--- src/rtl/mux4_rr_arbiter.sv ---
// -----------------------------------------------------------------------------
// mux4_rr_arbiter
//   Round-robin arbiter that owns the select lines of a shared 4:1 mux. Four
//   single-bit requesters compete; the winner gets a registered one-hot grant,
//   the mux select follows it, and only that requester's data bit reaches f.
//
// Ports
//   clk    rising-edge clock
//   rst_n  asynchronous active-low reset
//   req    request per requester (req[i] -> requester i)
//   d      data bit per requester (d[i] -> requester i)
//   gnt    registered one-hot grant, zero when idle
//   sel    registered mux select, index of the granted requester
//   busy   high while a grant is held
//   f      shared output: d[sel] when busy, else 0 (combinational)
//
// Parameters
//   HOLD_MAX  max consecutive grant cycles per requester (1..15)
//   CNT_W     hold counter width, 2**CNT_W > HOLD_MAX
//
// Build option
//   MUX_ARB_HOLD_LIMIT_EN  when defined, a grant is forcibly released after
//                          HOLD_MAX cycles; otherwise it is held as long as
//                          the owner keeps requesting.
// -----------------------------------------------------------------------------
module mux4_rr_arbiter #(
   parameter int HOLD_MAX = 8,
   parameter int CNT_W    = 4
) (
   input  logic       clk,
   input  logic       rst_n,
   input  logic [3:0] req,
   input  logic [3:0] d,
   output logic [3:0] gnt,
   output logic [1:0] sel,
   output logic       busy,
   output logic       f
);

   localparam logic ST_IDLE  = 1'b0;
   localparam logic ST_GRANT = 1'b1;

   if (HOLD_MAX < 1 || HOLD_MAX > 15 || (1 << CNT_W) <= HOLD_MAX) begin : g_cfg_err
      $error("mux4_rr_arbiter: HOLD_MAX must be 1..15 and fit in CNT_W bits");
   end

   logic       state;
   logic [1:0] ptr;
   logic       rel;      // current grant ends at this edge
   logic       ld;       // a new grant is issued at this edge
   logic [1:0] base;     // first index examined by the search
   logic [1:0] idx;
   logic       found;
   logic [1:0] win;

`ifdef MUX_ARB_HOLD_LIMIT_EN
   logic [CNT_W-1:0] cnt;
   logic             hold_hit;

   assign hold_hit = (cnt == CNT_W'(HOLD_MAX - 1));
   assign rel      = (state == ST_GRANT) && (!req[sel] || hold_hit);

   always_ff @(posedge clk or negedge rst_n) begin
      if (!rst_n)
         cnt <= '0;
      else if (ld)
         cnt <= '0;
      else if (state == ST_GRANT)
         cnt <= cnt + CNT_W'(1);
   end
`else
   assign rel = (state == ST_GRANT) && !req[sel];
`endif

   // On release the search restarts just past the outgoing owner, so the
   // owner itself is examined last (and can only re-win when alone).
   always_comb begin
      base  = rel ? sel + 2'd1 : ptr;
      found = 1'b0;
      win   = base;
      idx   = base;
      for (int i = 3; i >= 0; i--) begin
         idx = base + 2'(i);
         if (req[idx]) begin
            found = 1'b1;
            win   = idx;
         end
      end
   end

   assign ld = found && ((state == ST_IDLE) || rel);

   always_ff @(posedge clk or negedge rst_n) begin
      if (!rst_n) begin
         state <= ST_IDLE;
         gnt   <= 4'b0000;
         sel   <= 2'b00;
         ptr   <= 2'b00;
      end else begin
         if (rel)
            ptr <= sel + 2'd1;
         if (ld) begin
            state <= ST_GRANT;
            gnt   <= 4'b0001 << win;
            sel   <= win;
         end else if (rel) begin
            // nobody else waiting: go idle, sel keeps pointing at last owner
            state <= ST_IDLE;
            gnt   <= 4'b0000;
         end
      end
   end

   assign busy = (state == ST_GRANT);
   assign f    = busy & d[sel];

endmodule

--- config.mk ---
export PLATFORM = sky130hd
export DESIGN_NAME = mux4_rr_arbiter
export DESIGN_NICKNAME = d
export VERILOG_FILES = /design/src/rtl/mux4_rr_arbiter.sv
export SDC_FILE = /design/constraint.sdc
export NUM_CORES = 1
export LEC_CHECK = 0
export ABC_CLOCK_PERIOD_IN_PS = 4650
export BUFFER_PORTS_ARGS = -buffer_cell sky130_fd_sc_hd__buf_4
export CORE_AREA = 2 2 39 41
export DETAILED_ROUTE_END_ITERATION = 16
export DIE_AREA = 0 0 41 43
export GPL_ROUTABILITY_DRIVEN = 0
export PLACE_DENSITY_LB_ADDON = 0.05
export SKIP_CTS_REPAIR_TIMING = 1
export SLEW_MARGIN = 15
export SYNTH_ARGS = -nofsm -noshare
export SYNTH_HDL_FRONTEND = slang
export SYNTH_SLANG_ARGS = --single-unit
--- constraint.sdc ---
create_clock -name clk -period 4.65 [get_ports clk]
set_clock_uncertainty 0.05 [all_clocks]
set_input_delay 0 -clock clk [delete_from_list [all_inputs] [get_ports clk]]
set_output_delay 0 -clock clk [all_outputs]
set_load 0.01 [all_outputs]
==> reports/summary.txt <==
outcome: completed
Int Pwr: 0.000282 W
max_cap viols: 0
initial antenna violation count: 0
Crit path largest cell delay: 470 ps
Mean Syn Cell Area: 9.36 µm²
Die ar.: 0.00176 mm²
deepest clock path buffer count: 2
TritonCTS Buffers: 3
switching power: 0.000196 W
H-tree depth: 1
Hold Crit Class: input port to register
final worst slack: 2390 ps
final wirelength: 1310 µm
Pre-antenna DRT Iters: 4
asr flop ratio synth: 100%
Die Span Y: 43 µm
Yosys cell types: 36
Layout area overhead: 29.1%
vias in the first global route: 470
per-cell routed wire length: 12.5 µm
DRT antenna net count: 0
Place WS: 2410 ps
core area: 0.00138 mm²
root buf cell: clkbuf_4
RSZ-0062 raised after global routing: no
worst path required time: 4780 ps
Mapped Nets: 77
commonest non-fill, non-tap cell in the layout: buf_4
DRC viols: 0
Slew HR: 67.0%
most frequent cells in the layout: 17 x buf_4, 9 x dfrtp_1, 7 x nand2_1
number of enable flip-flop cells after synthesis: 0
Die W: 41 µm
sequential-to-total area share from yosys stat: 35.9%
Cell Chain, Critical Path: mux2_4, o211a_1, nor3_2, inv_2, and3_4, a311oi_2, a32o_1
Pins Over Slew Limit: 0
Max Fclk: 443 MHz
Hold Fails Final Rpt: 0
Main synth FF type: dfrtp_1
Worst path slowest cell: dfrtp_1
DP Wirelength: 992 µm
crit path DAT: 2390 ps
Buf/Inv on CP: 1
diodes inserted: 0
Clk Latency, worst-skew pair: 250 ps
final setup fails: 0
Ys Warns: 0
standard-cell rows: 14
remaining global-route overflow: 0
Clock Power Share: 11.8%
via/cell ratio: 5.41
fin crit share: 48.5%
Top Ports: 18
layout cell share with drive strength beyond 1: 35.2%
Worst VDD drop: 0.000364 V
fin util: 58.5%
Setup crit start kind: register
GRT Total Usage: 16.7%
Synth Cell Area: 627 µm²
CTS tree: built
Power Dens Cells: 590 mW/mm²
Critical Setup Path Class: register to register
IO Port Bufs: 17
worst-margin pin slew: 491 ps
Clock Sinks: 9
final-stage net count: 99
Gate Count Post-Synth: 67
largest net degree at the start of global routing: 11
first-pass GRT wire length: 2020 µm
Leakage Power: 0.374 nW
post-layout min period: 2260 ps
Detailed Route Iter0 Violations: 11
vias: 563
CP max FO: 10
Initial Util: 45.3%
sequential share of power: 31.7%
clock slew at reported path FFs: 60 ps
delay-heaviest family, CP: compound AO/OA/AOI/OAI gates
Seq cells post-synth: 9
setup TNS: 0 ps
CP endpoint kind: register
Sw Ratio: 41.0%
combinational fraction of design power: 56.5%
-- sequential cells by signal (all words and copies together), names as in the netlist --
register,cells
busy,1
gnt,4
sel,2
ptr,2
-- power groups by stage --
stage	combinational, W	sequential, W	clock, W
5_1_grt	0.000302	0.000156	0.0000635
3_5_place_dp	0.000268	0.000152	0
3_3_place_gp	0.000270	0.000152	0
6_report	0.000270	0.000151	0.0000566
2_1_floorplan	0.000206	0.000138	0
4_1_cts	0.000270	0.000151	0.0000590
-- stage by stage --
| stage | power [W] | std cells | hold slack (ps) | instance area [µm²] |
|---|---|---|---|---|
| 6_report | 0.000477 | 104 | 6.59 | 810 |
| 4_1_cts | 0.000479 | 102 | -491 | 790 |
| 5_1_grt | 0.000521 | 104 | 15.9 | 810 |
| 2_1_floorplan | 0.000344 | 67 | -346 | 627 |
| 3_3_place_gp | 0.000421 | 98 | -223 | 763 |
| 3_5_place_dp | 0.000420 | 98 | -221 | 763 |
-- logic make-up after synthesis --
group           Yosys count  share of synthesized area, %
buf+inv                   7                          4.79
flops                     9                          35.9
mux                       5                          11.0
simple gates             27                          24.0
compound gates           19                          24.4
-- cell type report --
| class | instances | area [µm²] |
|---|---|---|
| inverter | 5 | 18.8 |
| clock buffer | 4 | 26.3 |
| tap | 16 | 20.0 |
| multi-input combinational | 51 | 372 |
| timing repair buffer | 19 | 148 |
| sequential | 9 | 225 |
| fill | 123 | 574 |
-- per-layer routing --
metal	routed length (µm)	part of all wire (%)	GRT usage, %	vias to the layer above
li1	-	-	-	289
met3	77	5.9	3.66	2
met4	12	0.92	6.00	0
met2	541	41	21.3	14
met5	0	0	0	-
met1	674	52	26.8	258
-- worst register-to-register path: stages (launching register included) --
cell and delay (ps):
dfrtp_1 470, mux2_4 310, o211a_1 230, nor3_2 260, inv_2 80, and3_4 170, a311oi_2 390, a32o_1 230
-- path summary, 6_finish.rpt --
check / startpoint / endpoint / slack (ps) / depth (start not counted)
min in group asynchronous: rst_n / sel[1] / 70 / 2
max reg2reg: busy / gnt[3] / 2390 / 7
max: busy / gnt[3] / 2390 / 7
max in group asynchronous: rst_n / ptr[0] / 4350 / 2
min reg2reg: gnt[0] / gnt[0] / 430 / 2
min: req[3] / busy / 7 / 3
-- Yosys cell counts (2+ instances only) --
master / instances / area share (%)
dfrtp_1: 9 / 36
nand2_1: 7 / 4.2
inv_1: 4 / 2.4
nand2b_1: 4 / 4.0
nor2_1: 4 / 2.4
o21ai_0: 4 / 3.2
o211ai_1: 3 / 3.6
and2_1: 2 / 2.0
mux2i_1: 2 / 3.2
nand3_1: 2 / 1.6
Power figures use the tool's default switching activity.
